$ cat config.mk
export PLATFORM = sky130hd
export DESIGN_NAME = lcd_sequencer
export DESIGN_NICKNAME = d
export VERILOG_FILES = /design/src/rtl/lcd_sequencer.sv
export SDC_FILE = /design/constraint.sdc
export NUM_CORES = 1
export LEC_CHECK = 0
export ABC_CLOCK_PERIOD_IN_PS = 3700
export CAP_MARGIN = 5
export CORE_AREA = 2 2 56 110
export DETAILED_ROUTE_END_ITERATION = 16
export DIE_AREA = 0 0 58 112
export PLACE_DENSITY = 0.8
export SLEW_MARGIN = 15
export SYNTH_ARGS = -nofsm -noshare
export SYNTH_HDL_FRONTEND = slang
export SYNTH_SLANG_ARGS = --single-unit
$ cat constraint.sdc
create_clock -name clk -period 3.7 [get_ports clk]
set_input_delay 0.925 -clock clk [delete_from_list [all_inputs] [get_ports clk]]
set_output_delay 0.925 -clock clk [all_outputs]
set_load 0.02 [all_outputs]
$ cat src/rtl/lcd_sequencer.sv
// HD44780-style LCD bring-up and refresh sequencer: runs the power-on nibble sequence,
// configures the panel, then streams two 16-character lines from an external buffer.
module lcd_sequencer #(
  parameter int unsigned POWERUP_CYC = 750000,
  parameter int unsigned INIT1_CYC   = 205000,
  parameter int unsigned INIT2_CYC   = 5000,
  parameter int unsigned CMD_CYC     = 2000,
  parameter int unsigned CLR_CYC     = 82000
) (
  input  logic       clk,
  input  logic       reset,
  input  logic       busy,
  output logic       instruction_valid,
  output logic [9:0] instruction,
  output logic       init_mode,
  output logic [4:0] char_addr,
  input  logic [7:0] char_data,
  input  logic       refresh,
  output logic       ready
);

  localparam logic [19:0] PwrLast   = 20'(POWERUP_CYC - 1);
  localparam logic [19:0] Init1Last = 20'(INIT1_CYC - 1);
  localparam logic [19:0] Init2Last = 20'(INIT2_CYC - 1);
  localparam logic [19:0] CmdLast   = 20'(CMD_CYC - 1);
  localparam logic [19:0] ClrLast   = 20'(CLR_CYC - 1);

  // Steps 0-3 are init nibbles, 4-7 config, then line-address and character steps.
  localparam logic [3:0] StepLastInit = 4'd3;
  localparam logic [3:0] StepClear    = 4'd7;
  localparam logic [3:0] StepAddr     = 4'd8;
  localparam logic [3:0] StepChar     = 4'd9;

  typedef enum logic [2:0] {
    StPwrWait,
    StIssue,
    StWaitAck,
    StWaitDone,
    StDelay,
    StIdle
  } state_e;

  state_e      state_q, state_d;
  logic [3:0]  step_q, step_d;
  logic [4:0]  idx_q, idx_d;
  logic [19:0] cnt_q, cnt_d;
  logic [19:0] delay_last;
  logic [9:0]  instr_q, instr_d;
  logic [9:0]  word;
  logic        pending_q, pending_d;
  logic        valid_q, valid_d;
  logic        init_q, init_d;
  logic        ready_q, ready_d;

  always_comb begin
    case (step_q)
      4'd0, 4'd1, 4'd2: word = 10'h003;
      4'd3:             word = 10'h002;
      4'd4:             word = 10'h028;
      4'd5:             word = 10'h006;
      4'd6:             word = 10'h00C;
      4'd7:             word = 10'h001;
      StepAddr:         word = idx_q[4] ? 10'h0C0 : 10'h080;
      default:          word = {2'b10, char_data};
    endcase
  end

  always_comb begin
    case (step_q)
      4'd0:      delay_last = Init1Last;
      4'd1:      delay_last = Init2Last;
      StepClear: delay_last = ClrLast;
      default:   delay_last = CmdLast;
    endcase
  end

  always_comb begin
    state_d   = state_q;
    step_d    = step_q;
    idx_d     = idx_q;
    cnt_d     = cnt_q;
    instr_d   = instr_q;
    init_d    = init_q;
    pending_d = pending_q;
    valid_d   = 1'b0;

    if (refresh && state_q != StIdle) pending_d = 1'b1;

    case (state_q)
      StPwrWait: begin
        if (cnt_q == PwrLast) state_d = StIssue;
        else                  cnt_d   = cnt_q + 20'd1;
      end
      StIssue: begin
        if (!busy) begin
          valid_d = 1'b1;
          instr_d = word;
          state_d = StWaitAck;
        end
      end
      StWaitAck: begin
        if (busy) state_d = StWaitDone;
      end
      StWaitDone: begin
        if (!busy) begin
          state_d = StDelay;
          cnt_d   = '0;
        end
      end
      StDelay: begin
        if (cnt_q != delay_last) begin
          cnt_d = cnt_q + 20'd1;
        end else begin
          state_d = StIssue;
          if (step_q == StepLastInit) init_d = 1'b0;
          if (step_q < StepAddr) begin
            // Clear Display rolls straight into the first frame.
            step_d = step_q + 4'd1;
            idx_d  = '0;
          end else if (step_q == StepAddr) begin
            step_d = StepChar;
          end else if (idx_q == 5'd31) begin
            state_d = StIdle;
          end else if (idx_q == 5'd15) begin
            idx_d  = 5'd16;
            step_d = StepAddr;
          end else begin
            idx_d = idx_q + 5'd1;
          end
        end
      end
      StIdle: begin
        if (refresh || pending_q) begin
          pending_d = 1'b0;
          step_d    = StepAddr;
          idx_d     = '0;
          state_d   = StIssue;
        end
      end
      default: state_d = StPwrWait;
    endcase

    ready_d = (state_d == StIdle);
  end

  always_ff @(posedge clk) begin
    if (reset) begin
      state_q   <= StPwrWait;
      step_q    <= '0;
      idx_q     <= '0;
      cnt_q     <= '0;
      instr_q   <= '0;
      init_q    <= 1'b1;
      pending_q <= 1'b0;
      valid_q   <= 1'b0;
      ready_q   <= 1'b0;
    end else begin
      state_q   <= state_d;
      step_q    <= step_d;
      idx_q     <= idx_d;
      cnt_q     <= cnt_d;
      instr_q   <= instr_d;
      init_q    <= init_d;
      pending_q <= pending_d;
      valid_q   <= valid_d;
      ready_q   <= ready_d;
    end
  end

  assign instruction_valid = valid_q;
  assign instruction       = instr_q;
  assign init_mode         = init_q;
  assign char_addr         = idx_q;
  assign ready             = ready_q;

endmodule

* Yosys cells after proc, flatten, opt, wreduce, memory -nomap -nowiden
Index checks and enable logic that the tools add are counted.
Word-level totals: bits in registers 46, input port bits 12, output and inout bits 18
Cells by class: $add $sub $neg 3, order comparisons 1, equal/unequal tests 28, muxes and demuxes 35, bitwise gates (word level) 3, reductions and logical operators 13
Operators by type and width (count):
- $pmux 10 s7 | 1
- $mux 20 | 3
- $pmux 20 s3 | 1
- $pmux 18 s3 | 1
- $mux 5 | 6
- $mux 3 | 9
- $mux 4 | 6
- $add 20x1->20 const B | 1
- $eq 20x20->1 const B | 1
- $ne 20x20->1 | 1
- $pmux 3 s6 | 1
- $eq 4x3->1 const B | 4
- $ne 2x2->1 const B | 5
- $pmux 5 s2 | 1
- $reduce_and 5->1 | 2
- $eq 3x3->1 const B | 3
- $ne 3x3->1 const B | 3
- $eq 4x2->1 const B | 2
- $ne 4x4->1 const B | 2
- $pmux 4 s2 | 1
- $mux 7 | 1
- $eq 3x2->1 const B | 2
- $add 5x1->5 const B | 1
- $eq 5x4->1 const B | 1
- 19 further kinds | 24

* Logic depth before layout (Yosys ltp)
Gate-level depths: netlist of run 1.
depth in word-level cells 7, gate-level depth with buffers 10

* Worst setup path after synthesis of run 1
OpenSTA, ideal clock, no wires.
path kind reg2reg, start point register step_q[1], end point register idx_q[4] (netlist: char_addr[4]), library setup time 0.123 ns, arrival 2.254 ns, data required time 3.577 ns, path slack 1.323 ns, cell stages (with the launch flop) 10, path through dfxtp_1 > inv_1 > ha_1 > buf_2 > or3b_1 > nor4_1 > a211oi_1 > nor4_4 > o211ai_2 > mux2_1
On the way: longest elaborated chain between the ends 5, elaborated cells on any way between the ends 14, those cells by class 1 x order compare; 7 x eq/ne; 4 x mux; 2 x reduce/logical
Ends and longest elaborated chain:
- start: declaration | RTL line 44 | logic [3:0] step_q, step_d;
- start signal: assignment | RTL line 159 | step_q <= step_d;
- $eq 4x3->1 (tied with other cells) | RTL line 69 | case (step_q)
- $pmux 18 s3 | RTL line 69
- $ne 20x20->1 | RTL line 111 | if (cnt_q != delay_last) begin
- $ne 2x2->1 (no source line)
- $reduce_and 5->1 (no source line)
- end signal: assignment | RTL line 160 | idx_q <= idx_d;
- end: declaration | RTL line 45 | logic [4:0] idx_q, idx_d;
Several ways; a longest one is shown, not always the timed one. The select of a mux whose other input is x is not followed. A chain may end at the register's enable or synchronous reset.

* Worst setup path in the final report of run 1
start point register step_q[0], end point register idx_q[4] (netlist: char_addr[4])
Same word-level chain as after synthesis.

==> run metrics, run 1 <==
outcome=completed; DRT antenna net count=0; clock slew at reported path FFs=~0.07 ns; Gate power share=0.058; routed len/inst=between 15 and 20 µm; Initial Utilization=0.4799; Max-cap violations=0; post-synthesis cell count=338; Mean Syn Cell Area=8.037 µm²; Layout Skew=between 0.006 and 0.007 ns; Max Buffers Root-to-Sink=2; post_cts resized=0; slowest stage delay, CP=around 0.52 ns; DRC marker count from the first detailed-route iteration=114; slowest CP cell=nor4_4; area delta synth->final=16.08%; arrival time at the worst endpoint=about 3.1 ns; first-pass GRT wire length=11.25 mm; syn nets=roughly 360; PD cells=319.5 mW/mm²; critical path, cell by cell=inv_1 -> ha_1 -> mux2i_1 -> a2111oi_0 -> a211oi_1 -> nor4_4 -> o211ai_2 -> mux2_1; drt via density=~6.1; Final Hold Violating Endpoints=0; YS warnings=0; Max Fanout on Critical Path=13; CTS tree=yes; num ports=30; layout cells sized above 1=0.07303; post-synthesis mux area share=0.04560; Buffers on Ports=28; number of global-route vias before repair=between 2,000 and 2,500; final wirelength=6.623 mm; initial antenna violation count=0; Post-synth EDFFs=0; Post-Synthesis Cell Area=0.002716 mm²; Die ar.=0.006496 mm²; post-synthesis xor/xnor area fraction=0.03869; ant diodes=0; final total power=just over 1 mW; Final setup viols=0; Die X-Extent=58 µm; RD Place Congestion=between 0.8 and 0.9; Worst Path Required=3.89 ns; async set-reset flop share out of synthesis=0; leakage=1.118 nW; maximum VDD drop=around 0.43 mV; Synth Flop Type=dfxtp_1; CTS Buf Count=5; Reg power frac=0.494; max_slew headroom=0.5582; Multi-input gate area=around 0.0017 mm²; Fmax=342.4 MHz; dpl ws=0.7855 ns; Core ar.=0.005660 mm²; htree depth=2; clock tree sinks=45; Finished Layout Cells=417; DR pass1 iterations=4; Clock Latency Late Sink=0.29 ns; Worst Setup End Kind=register; Remaining DRCs=0; post-synthesis cell type count=63; post-placement cell count=about 400; FF/Latch Area=900.9 µm²; hold slack final=0.4594 ns; Slew Viols, Final=0; DP HPWL=slightly below 5 mm; CTS Root Cell=clkbuf_16; Die Y-Extent=about 110 µm; most frequent cells in the layout=dfxtp_1, nor2_1, clkdlybuf4s50_1; filler cell count in the final layout=roughly 520; number of core rows=39; postcts setup bufs=0; Nets=between 300 and 400; Psw=238.6 µW; sw frac=0.2369; WS Path Type=register to register; Compound-Gate Fraction of Synth Area=0.1884; Worst-Margin Slew=0.6603 ns; Clock Power Share=0.448; most common cell after layout, fill and taps aside=dfxtp_1; Final Cycle Share=0.7894; RSZ-0062 raised after global routing=no; fin worst setup slack=0.7791 ns; grt ovf=0; Synth Area in Simple Gates=0.3105; Synth Area in Adders=0.03685; cts hold-fix bufs=0; Critical Path Start Type=register; combinational family with the most area after synthesis=simple AND/OR/NAND/NOR gates; minimum clock period=about 2.9 ns; gr usage total=0.2200; setup TNS=0 ns; largest net degree at the start of global routing=24; routed vias=between 2,000 and 3,000; sequential-to-total area share from yosys stat=0.3316; Internal=768.7 µW; #FFs+latches synth=45; min-delay worst type=register to register
-- power groups by stage --
stage | logic, mW | registers [mW] | clock network (mW)
final | 0.0582 | 0.497 | 0.452
after global routing | 0.0640 | 0.499 | 0.476
after CTS | 0.0584 | 0.497 | 0.457
after detailed placement | 0.0582 | 0.508 | 0
after global placement | 0.0568 | 0.508 | 0
after floorplan | 0.0430 | 0.502 | 0
-- layer usage --
metal | vias up | global-route usage | routed length (µm)
met3 | 17 | 0.03717 | 241
met1 | 1185 | 0.2236 | 2375
met4 | 0 | 0.1240 | 265
met2 | 81 | 0.4023 | 3740
met5 | - | 0 | 0
li1 | 1250 | - | -
-- area by class of cell --
cell class | count | share of cell area
multi-input combinational | 263 | 0.5353
sequential | 45 | 0.2857
timing repair buffer | 32 | 0.09841
clock buffer | 5 | 0.03968
tap | 61 | 0.02421
inverter | 8 | 0.009524
clock inverter | 3 | 0.007143
-- path summary, 6_finish.rpt --
kind | cells past startpoint | slack, ns | start | to
min | 1 | 0.46 | init_mode$_SDFFE_PP1P_ | init_mode$_SDFFE_PP1P_
max | 8 | 0.78 | step_q[0]$_SDFFE_PP0P_ | char_addr[4]$_SDFFE_PP0P_
max reg2reg | 8 | 0.78 | step_q[0]$_SDFFE_PP0P_ | char_addr[4]$_SDFFE_PP0P_
min reg2reg | 1 | 0.46 | init_mode$_SDFFE_PP1P_ | init_mode$_SDFFE_PP1P_
-- synth_stat cells (all sizes together) (2+ instances only) --
master | n | share of area
mux2i | 9 | 0.033
o31a | 2 | 0.0064
or3b | 3 | 0.0097
a31oi | 2 | 0.0046
nand2 | 22 | 0.030
nor3 | 16 | 0.029
o21ai | 14 | 0.026
xnor2 | 7 | 0.023
or4b | 4 | 0.015
a31o | 2 | 0.0064
inv | 8 | 0.011
mux2 | 3 | 0.012
or4 | 2 | 0.0055
ha | 8 | 0.037
nand4 | 6 | 0.014
clkbuf | 13 | 0.018
or2 | 3 | 0.0069
nand2b | 7 | 0.016
or4bb | 2 | 0.0083
or3 | 9 | 0.021
nor2 | 44 | 0.061
nor4 | 7 | 0.022
a211oi | 8 | 0.024
a21bo | 2 | 0.0074
xor2 | 5 | 0.016
o211ai | 4 | 0.013
a21o | 2 | 0.0055
nand3 | 9 | 0.017
o211a | 2 | 0.0074
and3 | 6 | 0.014
dfxtp | 45 | 0.33
buf | 9 | 0.018
a21oi | 20 | 0.038
nor2b | 11 | 0.025
o32ai | 2 | 0.0064
a311oi | 3 | 0.0097
-- state kept, by name, indices dropped and copies added (netlist names) --
name,flops
pending_q,1
step_q,4
cnt_q,20
instruction,9
state_q,3
ready,1
instruction_valid,1
init_mode,1
char_addr,5
-- worst max-delay path, delay by kind of cell (launching register included) --
family	cells	cell delay [ns]
AOI/OAI and AO/OA	3	0.77
muxes	2	0.56
and+or+nand+nor	1	0.52
adders and majority gates	1	0.45
DFF	1	0.36
buffers and inverters	1	0.14
-- cell families (layout without fill, tap and decap cells) --
kind of cell	count (synthesis)	count (layout)
buf+inv	30	48
compound gates	74	74
simple gates	156	156
mux	12	12
xor+xnor	12	12
other cells	1	1
flops	45	45
fa+ha+maj	8	8
-- per-stage QoR --
| step | instance area (µm²) | utilization |
|---|---|---|
| after floorplan | 2716 | - |
| after global placement | 3005 | 0.5309 |
| after detailed placement | 3005 | 0.5309 |
| after CTS | 3153 | 0.5570 |
| after global routing | 3153 | 0.5570 |
| final | 3153 | 0.5570 |
Power figures use the tool's default switching activity.
==> run 2: changes to the inputs <==
ABC_CLOCK_PERIOD_IN_PS = 2400   (was 3700)
PLACE_DENSITY = 0.82   (was 0.8)
clock period = 2.4 ns   (was 3.7 ns; I/O delays follow)
==> run 2 against run 1 <==
The run now ends with negative setup slack left; non-clock buffer count rose by 43; count of clock-buffer cells in the layout rose by 2; first-iteration DRC count rose by 86%; setup slack worse by 0.82 ns; register-to-register slack worse by 0.82 ns; global-route usage grew 3.5 points; critical path depth increased by 2; sequential share of layout area decreased by 4.0 points; die area did not move; fmax up 20%; utilization grew 9.6 points; critical endpoint unchanged; largest power group is now the clock network.
==> run metrics, run 2 (synthesis gave the netlist of run 1 again) <==
outcome=finished with violations; failing checks=negative setup slack; sw frac=0.2182 (-0.01865); grt peak-use layer=met2; Psw=372.7 µW (+56%); CTS tree=yes; Gate power share=0.075 (+0.017); RD Place Congestion=0.8783 (+7.3%); dpl ws=-0.1211 ns (-0.9066 ns); final wirelength=8.641 mm (+30%); met3 usage=0.05110 (+0.01394); fin util=0.6527 (+0.09571); FF/Latch Area=908.4 µm² (+0.83%); Multi-input gate area=0.001869 mm² (+11%); Clock Power Share=0.477 (+0.029); Worst-Margin Slew=0.5465 ns (-0.1138 ns); Worst Setup End Kind=register; Final setup viols=7 (+7); Max Fanout on Critical Path=5 (-8); initial antenna violation count=0 (unchanged); minimum clock period=2.438 ns (-0.4827 ns); grt met1 use=0.2284 (+0.004859); Remaining DRCs=0 (unchanged); ant diodes=0 (unchanged); num ports=30 (unchanged); Final Hold Violating Endpoints=0 (unchanged); DP HPWL=5.642 mm (+15%); Layout Skew=0.007311 ns (+0.0008938 ns); Die X-Extent=58 µm (unchanged); max_slew headroom=0.6351 (+0.07698); maximum VDD drop=0.6890 mV (+61%); DR pass1 iterations=4 (unchanged); Clock Latency Late Sink=0.30 ns (about the same); RSZ-0062 raised after global routing=yes; most frequent cells in the layout=buf_4, nor2_1, dfxtp_1; Reg power frac=0.447 (-0.047); leakage=1.382 nW (+24%); CTS Root Cell=clkbuf_16; routed len/inst=18.78 µm (+18%); gr usage total=0.2552 (+0.03523); htree depth=2 (unchanged); Buffers on Ports=28 (unchanged); WS Path Type=register to register; largest net degree at the start of global routing=17 (-29%); Max Buffers Root-to-Sink=2 (unchanged); filler cell count in the final layout=442 (-16%); post-placement cell count=447 (+9.3%); PD cells=462.3 mW/mm² (+45%); layout cells sized above 1=0.2506 (+0.1776); cts hold-fix bufs=0 (unchanged); min-delay worst type=register to register; Critical Path Start Type=register; arrival time at the worst endpoint=2.63 ns (-0.48 ns); clock tree sinks=45 (unchanged); drt via density=6.346 (+4.5%); fin worst setup slack=-0.03821 ns (-0.8173 ns); Largest Register=cnt_q; routed vias=2,919 (+15%); Final Cycle Share=1.016 (+0.2265); area delta synth->final=36.02%; Die Y-Extent=112 µm (unchanged); Fmax=410.1 MHz (+20%); Nets=418 (+11%); number of global-route vias before repair=2,834 (+16%); clock slew at reported path FFs=0.07 ns (about the same); first-pass GRT wire length=12.93 mm (+15%); Core ar.=0.005660 mm² (unchanged); Worst Path Required=2.59 ns (-1.30 ns); DRT antenna net count=0 (unchanged); grt ovf=0 (unchanged); number of core rows=39 (unchanged); Finished Layout Cells=460 (+10%); final total power=1.708 mW (+70%); Largest register FFs=20 (unchanged); most common cell after layout, fill and taps aside=buf_4; hold slack final=0.4754 ns (+0.01595 ns); CTS Buf Count=5 (unchanged); Die ar.=0.006496 mm² (unchanged); Internal=1.335 mW (+74%); met2 Track Usage GR=0.4742 (+0.07197); Max-cap violations=0 (unchanged); Slew Viols, Final=0 (unchanged); DRC marker count from the first detailed-route iteration=212 (+86%); Initial Utilization=0.4799 (unchanged)
==> run 2: cell types whose count changed in the layout (fill, tap and decap cells not counted), sizes merged <==
cell,change
clkbuf,+2
buf,+43
clkinv,-3
bufinv,+1
==> run 2: worst paths after layout <==
path,from,end,slack [ns],depth (start not counted)
max,step_q[1]$_SDFFE_PP0P_,char_addr[4]$_SDFFE_PP0P_,-0.04,10
min,cnt_q[1]$_SDFFE_PP0P_,cnt_q[1]$_SDFFE_PP0P_,0.48,2
max reg2reg,step_q[1]$_SDFFE_PP0P_,char_addr[4]$_SDFFE_PP0P_,-0.04,10
min reg2reg,cnt_q[1]$_SDFFE_PP0P_,cnt_q[1]$_SDFFE_PP0P_,0.48,2
==> run 2: per-stage QoR <==
step	area (µm²)	TNS (ns)
2_1_floorplan	2716	0
3_3_place_gp	3291	-0.5153
3_5_place_dp	3291	-1.418
4_1_cts	3592	-0.06687
5_1_grt	3695	-1.498
6_report	3695	-0.1402
==> run 2: critical path: stages (launching register included) <==
cell and delay (ns):
dfxtp_2 0.38, inv_4 0.07, ha_4 0.18, buf_4 0.15, buf_4 0.13, nor2_2 0.17, o31a_1 0.16, o211ai_1 0.18
nor4_4 0.41, o211ai_2 0.19, mux2_4 0.33
==> run 2: what timing repair did <==
action | 4_1_cts | 5_1_grt
endpoints found under the setup margin | 17 | 17
buffers inserted | 4 | 1
pin swaps | 7 | 9
gates resized for setup | 23 | 21
==> run 2: cell type report <==
class,count,area share
tap,61,0.02066
clock inverter,1,0.008127
clock buffer,7,0.03860
inverter,8,0.009482
sequential,45,0.2459
timing repair buffer,75,0.1714
multi-input combinational,263,0.5059
==> run 2: power by group through the flow <==
stage | Clock (mW) | Sequential [mW] | Combinational, mW
2_1_floorplan | 0 | 0.775 | 0.0663
3_3_place_gp | 0 | 0.780 | 0.107
3_5_place_dp | 0 | 0.780 | 0.112
4_1_cts | 0.823 | 0.762 | 0.119
5_1_grt | 0.863 | 0.764 | 0.136
6_report | 0.815 | 0.764 | 0.129
==> run 2: layer usage <==
| metal | part of all wire | up-vias |
|---|---|---|
| met3 | 0.041 | 42 |
| met2 | 0.56 | 123 |
| met5 | 0 | - |
| met1 | 0.34 | 1411 |
| li1 | - | 1343 |
| met4 | 0.056 | 0 |
==> run 3: changes to the inputs <==
CAP_MARGIN = 10   (was 5)
==> results of run 3 <==
No change in the layout: final DEF, timing and power equal those of run 2.
